<file path="src/rtl/issue_scheduler_if.sv">
// Fetch-side and decoder-side handshake bundle for issue_scheduler.
// The scheduler takes the slave view; the fetch/decode environment takes the master view.
interface issue_scheduler_if #(
  parameter int DAT_W = 32,
  parameter int ADR_W = 32
);
  logic             if_en_i;
  logic             if_ic_i;
  logic [DAT_W-1:0] if_ins_i;
  logic [ADR_W-1:0] if_pc_i;
  logic             if_pbr_i;
  logic             if_full_o;
  logic             dec_en_o;
  logic             dec_ic_o;
  logic [DAT_W-1:0] dec_ins_o;
  logic [ADR_W-1:0] dec_pc_o;
  logic             dec_pbr_o;

  modport master (
    output if_en_i, if_ic_i, if_ins_i, if_pc_i, if_pbr_i,
    input  if_full_o, dec_en_o, dec_ic_o, dec_ins_o, dec_pc_o, dec_pbr_o
  );

  modport slave (
    input  if_en_i, if_ic_i, if_ins_i, if_pc_i, if_pbr_i,
    output if_full_o, dec_en_o, dec_ic_o, dec_ins_o, dec_pc_o, dec_pbr_o
  );
endinterface

</file>
<file path="src/rtl/issue_scheduler.sv">
// In-order instruction queue between fetch and decode: issues at most one instruction per
// cycle when the ROB and the target station (RS or LSB) have room, and drops everything on flush.
module issue_scheduler #(
  parameter int IQ_DEPTH = 4,
  parameter int DAT_W    = 32,
  parameter int ADR_W    = 32
) (
  input  logic             clk,
  input  logic             rst,
  input  logic             en,
  input  logic             flush_i,
  input  logic             rob_full_i,
  input  logic             rs_full_i,
  input  logic             lsb_full_i,
  output logic [31:0]      stall_cnt_o,
  issue_scheduler_if.slave bus_io
);
  localparam int PW = (IQ_DEPTH > 1) ? $clog2(IQ_DEPTH) : 1;
  localparam int CW = PW + 1;

  typedef enum logic [1:0] {RUN, STALL, FLUSH} state_e;

  state_e           state_q;
  logic [PW-1:0]    rdPtr_q;
  logic [PW-1:0]    wrPtr_q;
  logic [CW-1:0]    count_q;
  logic [CW-1:0]    count_d;
  logic [31:0]      stallCnt_q;
  logic [31:0]      stallCnt_d;
  logic             decEn_q;
  logic             decIc_q;
  logic             decPbr_q;
  logic [DAT_W-1:0] decIns_q;
  logic [ADR_W-1:0] decPc_q;

  logic [DAT_W-1:0]    insMem [IQ_DEPTH];
  logic [ADR_W-1:0]    pcMem  [IQ_DEPTH];
  logic [IQ_DEPTH-1:0] icMem;
  logic [IQ_DEPTH-1:0] pbrMem;

  logic headMem;
  logic canIssue;
  logic queueFull;
  logic pushEn;

  // Loads/stores (full or compressed) go to the LSB, everything else to the RS.
  always_comb begin
    if (icMem[rdPtr_q]) begin
      headMem = (insMem[rdPtr_q][1:0] == 2'b00 || insMem[rdPtr_q][1:0] == 2'b10) &&
                (insMem[rdPtr_q][15:13] == 3'b010 || insMem[rdPtr_q][15:13] == 3'b110);
    end else begin
      headMem = (insMem[rdPtr_q][6:0] == 7'b0000011) || (insMem[rdPtr_q][6:0] == 7'b0100011);
    end
    canIssue  = en && !flush_i && (state_q != FLUSH) && (count_q != '0) && !rob_full_i &&
                (headMem ? !lsb_full_i : !rs_full_i);
    queueFull = (count_q == CW'(IQ_DEPTH)) && !canIssue;
    pushEn    = en && bus_io.if_en_i && !flush_i && (state_q != FLUSH) && !queueFull;
    count_d   = count_q + CW'(pushEn) - CW'(canIssue);
    stallCnt_d = (stallCnt_q == '1) ? stallCnt_q : stallCnt_q + 32'd1;
  end

  always_ff @(posedge clk) begin
    if (pushEn) begin
      insMem[wrPtr_q] <= bus_io.if_ins_i;
      pcMem[wrPtr_q]  <= bus_io.if_pc_i;
      icMem[wrPtr_q]  <= bus_io.if_ic_i;
      pbrMem[wrPtr_q] <= bus_io.if_pbr_i;
    end
  end

  // Flush outranks en=0, push and pop; en=0 freezes everything except the issue strobe.
  always_ff @(posedge clk) begin
    if (!rst) begin
      state_q    <= RUN;
      count_q    <= '0;
      rdPtr_q    <= '0;
      wrPtr_q    <= '0;
      stallCnt_q <= '0;
      decEn_q    <= 1'b0;
      decIc_q    <= 1'b0;
      decPbr_q   <= 1'b0;
      decIns_q   <= '0;
      decPc_q    <= '0;
    end else if (flush_i) begin
      state_q <= FLUSH;
      count_q <= '0;
      rdPtr_q <= '0;
      wrPtr_q <= '0;
      decEn_q <= 1'b0;
    end else if (en) begin
      count_q <= count_d;
      decEn_q <= canIssue;
      if (pushEn) begin
        wrPtr_q <= wrPtr_q + PW'(1);
      end
      if (canIssue) begin
        rdPtr_q  <= rdPtr_q + PW'(1);
        decIns_q <= insMem[rdPtr_q];
        decPc_q  <= pcMem[rdPtr_q];
        decIc_q  <= icMem[rdPtr_q];
        decPbr_q <= pbrMem[rdPtr_q];
      end
      case (state_q)
        RUN: begin
          if (count_q != '0 && !canIssue) begin
            state_q <= STALL;
          end
        end
        STALL: begin
          stallCnt_q <= stallCnt_d;
          if (canIssue) begin
            state_q <= RUN;
          end
        end
        default: state_q <= RUN;
      endcase
    end else begin
      decEn_q <= 1'b0;
    end
  end

  assign bus_io.if_full_o = queueFull;
  assign bus_io.dec_en_o  = decEn_q;
  assign bus_io.dec_ic_o  = decIc_q;
  assign bus_io.dec_ins_o = decIns_q;
  assign bus_io.dec_pc_o  = decPc_q;
  assign bus_io.dec_pbr_o = decPbr_q;
  assign stall_cnt_o      = stallCnt_q;
endmodule

</file>
<file path="src/flat_wrapper.sv">
// flat-port wrapper written by rule: the top's interface ports become plain ports
module issue_scheduler_flat 
#(
  parameter int IQ_DEPTH = 4,
  parameter int DAT_W    = 32,
  parameter int ADR_W    = 32
)
  (clk, rst, en, flush_i, rob_full_i, rs_full_i, lsb_full_i, stall_cnt_o, bus_io_if_en_i, bus_io_if_ic_i, bus_io_if_ins_i, bus_io_if_pc_i, bus_io_if_pbr_i, bus_io_if_full_o, bus_io_dec_en_o, bus_io_dec_ic_o, bus_io_dec_ins_o, bus_io_dec_pc_o, bus_io_dec_pbr_o);
  issue_scheduler_if #(.DAT_W(DAT_W), .ADR_W(ADR_W)) bus_io_i ();
  input  logic clk;
  input  logic rst;
  input  logic en;
  input  logic flush_i;
  input  logic rob_full_i;
  input  logic rs_full_i;
  input  logic lsb_full_i;
  output logic [31:0] stall_cnt_o;
  input wire logic [$bits(bus_io_i.if_en_i)-1:0] bus_io_if_en_i;
  input wire logic [$bits(bus_io_i.if_ic_i)-1:0] bus_io_if_ic_i;
  input wire logic [$bits(bus_io_i.if_ins_i)-1:0] bus_io_if_ins_i;
  input wire logic [$bits(bus_io_i.if_pc_i)-1:0] bus_io_if_pc_i;
  input wire logic [$bits(bus_io_i.if_pbr_i)-1:0] bus_io_if_pbr_i;
  output wire logic [$bits(bus_io_i.if_full_o)-1:0] bus_io_if_full_o;
  output wire logic [$bits(bus_io_i.dec_en_o)-1:0] bus_io_dec_en_o;
  output wire logic [$bits(bus_io_i.dec_ic_o)-1:0] bus_io_dec_ic_o;
  output wire logic [$bits(bus_io_i.dec_ins_o)-1:0] bus_io_dec_ins_o;
  output wire logic [$bits(bus_io_i.dec_pc_o)-1:0] bus_io_dec_pc_o;
  output wire logic [$bits(bus_io_i.dec_pbr_o)-1:0] bus_io_dec_pbr_o;
  assign bus_io_i.if_en_i = bus_io_if_en_i;
  assign bus_io_i.if_ic_i = bus_io_if_ic_i;
  assign bus_io_i.if_ins_i = bus_io_if_ins_i;
  assign bus_io_i.if_pc_i = bus_io_if_pc_i;
  assign bus_io_i.if_pbr_i = bus_io_if_pbr_i;
  assign bus_io_if_full_o = bus_io_i.if_full_o;
  assign bus_io_dec_en_o = bus_io_i.dec_en_o;
  assign bus_io_dec_ic_o = bus_io_i.dec_ic_o;
  assign bus_io_dec_ins_o = bus_io_i.dec_ins_o;
  assign bus_io_dec_pc_o = bus_io_i.dec_pc_o;
  assign bus_io_dec_pbr_o = bus_io_i.dec_pbr_o;
  issue_scheduler #(.IQ_DEPTH(IQ_DEPTH), .DAT_W(DAT_W), .ADR_W(ADR_W)) u_core (.clk(clk), .rst(rst), .en(en), .flush_i(flush_i), .rob_full_i(rob_full_i), .rs_full_i(rs_full_i), .lsb_full_i(lsb_full_i), .stall_cnt_o(stall_cnt_o), .bus_io(bus_io_i));
endmodule
</file>
<file path="config.mk">
export PLATFORM = sky130hd
export DESIGN_NAME = issue_scheduler_flat
export DESIGN_NICKNAME = d
export VERILOG_FILES = /design/src/rtl/issue_scheduler_if.sv /design/src/rtl/issue_scheduler.sv /design/src/flat_wrapper.sv
export SDC_FILE = /design/constraint.sdc
export NUM_CORES = 1
export LEC_CHECK = 0
export CELL_PAD_IN_SITES_DETAIL_PLACEMENT = 1
export CELL_PAD_IN_SITES_GLOBAL_PLACEMENT = 1
export CORE_UTILIZATION = 46
export DETAILED_ROUTE_END_ITERATION = 16
export PLACE_DENSITY = 0.8
export REMOVE_ABC_BUFFERS = 1
export SLEW_MARGIN = 20
export SYNTH_ARGS = -nofsm -noshare
export SYNTH_HDL_FRONTEND = slang
export SYNTH_SLANG_ARGS = --single-unit
</file>
<file path="constraint.sdc">
create_clock -name clk -period 4.9 [get_ports clk]
set_input_delay 0.98 -clock clk [delete_from_list [all_inputs] [get_ports clk]]
set_output_delay 0.98 -clock clk [all_outputs]
set_load 0.02 [all_outputs]
</file>
==> qor.csv <==
metric;value;unit
grt_use_total;21.34;%
p_leak;5.690;nW
synth_area;14170;sq um
firstDrtPassIters;5;
vias;8208;
crit_required;3920;ps
synthCells;894;
drv_slew;0;
synth_edf_count;264;
post-route-util;58.76;%
synth_top_area_share;55.96;%
fillCellCount;2787;
drt-wirelength-per-cell;21.98;um
multi_input_area;3762;sq um
maxCapViolations;0;
start_util;47.29;%
cts_max_path_buffers;3;
root_buffer;clkbuf_16;
hold_slack;453.6;ps
power.total;6.508;mW
gr-usage-met2;37.47;%
die_width;177.5;um
core;29950;sq um
drtAntennaViolNets;0;
dpl.hpwl;20460;um
status;complete, no violations;
use_met3;3.835;%
dpl_cell_area;16330;sq um
cts_resized;0;
fin_crit_sh;90.19;%
dp.cells;1421;
cts_tree;yes;
numPortBuffers;173;
synthTopCellsByArea;edfxtp_1 (56%), dfxtp_1 (16%), mux4_2 (10%);
period_needed;4419;ps
syn_to_final_growth;24.24;%
grt_pass1_vias;8880;
die_area;31500;sq um
rows;63;
drt_iter0_drc;498;
grt_max_degree;138;
cts_num_sinks;374;
fin_cells;1492;
setup_viol;0;
grt_pass1_wl;51110;um
fmax;226.3;MHz
drc;0;
use_met1;27.04;%
skew;24.80;ps
synth_area_leader_cell;edfxtp_1;
crit_slowest_cell;dfxtp_2;
vdd_drop_max;227.3;uV
die_h;177.5;um
final-seq-area;10130;sq um
fin_area;17600;sq um
power_density;369.8;nW/um^2
cts_buffers;38;
yosys_warnings;0;
antenna_found_initial;3;
drive_above_1_share;14.36;%
mostFrequentLayoutCell;edfxtp_1;
io_pins;174;
endpoint_kind;output port;
holdBufCountCts;0;
slew_headroom;50.38;%
htreeDepth;2;
finalHoldViolations;0;
min_path_type;reg -> reg;
startpoint_type;register;
clk_pin_slew;60;ps
wl;32800;um
gp_congestion;0.7913;
critPathArrivalTime;3440;ps
insertion_delay;520;ps
tightest_slew;744.3;ps
setup_ws;480.9;ps
setup_tns;0;ps
place_ws;773.0;ps
critical_path_class;reg -> out;
async_flop_share;0;%
mostFrequentLayoutCells;edfxtp_1 (264), clkdlybuf4s50_1 (172), dfxtp_1 (106);
synth_cell_types;48;
synth.avg_cell_area;15.85;sq um
slowest_delay;730;ps
cp_max_fo;17;
ys_seq_area_share;71.51;%
synth_ff_type;edfxtp_1;
ys_ff_latch;374;
gr-max-usage-layer;met2;
nets;1153;
postCtsSetupBuffers;0;
rsz0062_at_grt;no;
worstPathCellList;mux4_2, nor4b_2, a21oi_2, mux2i_4, nor2_1, clkdlybuf4s50_1;
viasPerCell;5.501;
grt_overflow;0;
final timing paths:
kind / from / end / slack [ps] / depth (start not counted)
max: register / bus_io_if_full_o / 480 / 6
min: u_core.bus_io.dec_pc_o[31] / u_core.bus_io.dec_pc_o[31] / 450 / 2
max reg2reg: register / u_core.insMem[0][9] / 1130 / 7
min reg2reg: u_core.bus_io.dec_pc_o[31] / u_core.bus_io.dec_pc_o[31] / 450 / 2
sequential cells by signal (all words and copies together) (netlist names), 2 cells and up, named ones only:
register,flops
u_core.state_q,2
u_core.icMem,4
u_core.bus_io.dec_ins_o,32
u_core.pbrMem,4
u_core.wrPtr_q,2
u_core.stall_cnt_o,32
u_core.count_q,3
u_core.pcMem,128
u_core.bus_io.dec_pc_o,32
u_core.insMem,128
u_core.rdPtr_q,2
worst max-delay path: cells and delay by family (launching register included):
family | cells | cell delay [ps]
AND/OR/NAND/NOR | 2 | 530
flip-flops | 1 | 730
AO/OA/AOI/OAI | 1 | 180
multiplexers | 2 | 860
buffers and inverters | 1 | 630
routing by layer:
layer	up-vias	wire, um
li1	3734	-
met1	4170	13580
met2	246	16770
met3	58	1743
met4	0	710
met5	-	0
final cells by class:
cell class / count / share of cell area [%]
diodes: 2 / 0.02844
clock buffers: 48 / 5.794
clock inverters: 21 / 1.393
inverters: 7 / 0.1493
multi-input cells: 460 / 21.38
flip-flops and latches: 374 / 57.58
well taps: 390 / 2.772
repair buffers: 190 / 10.90
power breakdown:
group	internal, mW	switching (mW)
registers	3.40	0.00543
logic	0.0740	0.0832
clock network	1.75	1.20
total	5.22	1.29
cells in the mapped netlist (5+ instances only):
| library cell | instances |
|---|---|
| ha_1 | 7 |
| nor3b_1 | 5 |
| inv_1 | 7 |
| mux4_2 | 66 |
| nand2_1 | 88 |
| edfxtp_1 | 264 |
| nand4_1 | 7 |
| xor2_1 | 17 |
| a21oi_1 | 5 |
| clkbuf_1 | 32 |
| and2_1 | 38 |
| buf_2 | 8 |
| nor3_1 | 9 |
| and3_1 | 5 |
| nor2_1 | 12 |
| xnor2_1 | 16 |
| dfxtp_1 | 110 |
| nand2b_1 | 7 |
| and4_1 | 7 |
| nand3_1 | 75 |
| o21ai_0 | 61 |
| o21ai_1 | 5 |
cell families (layout without fill, tap and decap cells):
kind of cell               Yosys count  count (layout)  share of synthesized area, %
DFF                                374             374                         71.51
xor gates and xnor gates            33              33                         2.040
adders and majority gates            8               8                        0.7596
muxes                               71              71                         10.87
other                                0               2                             0
AOI/OAI and AO/OA                   77              77                         2.853
and+or+nand+nor                    271             271                         9.883
buffers and inverters               60             266                         2.084
Note: power is estimated with default switching activity, not from simulation.
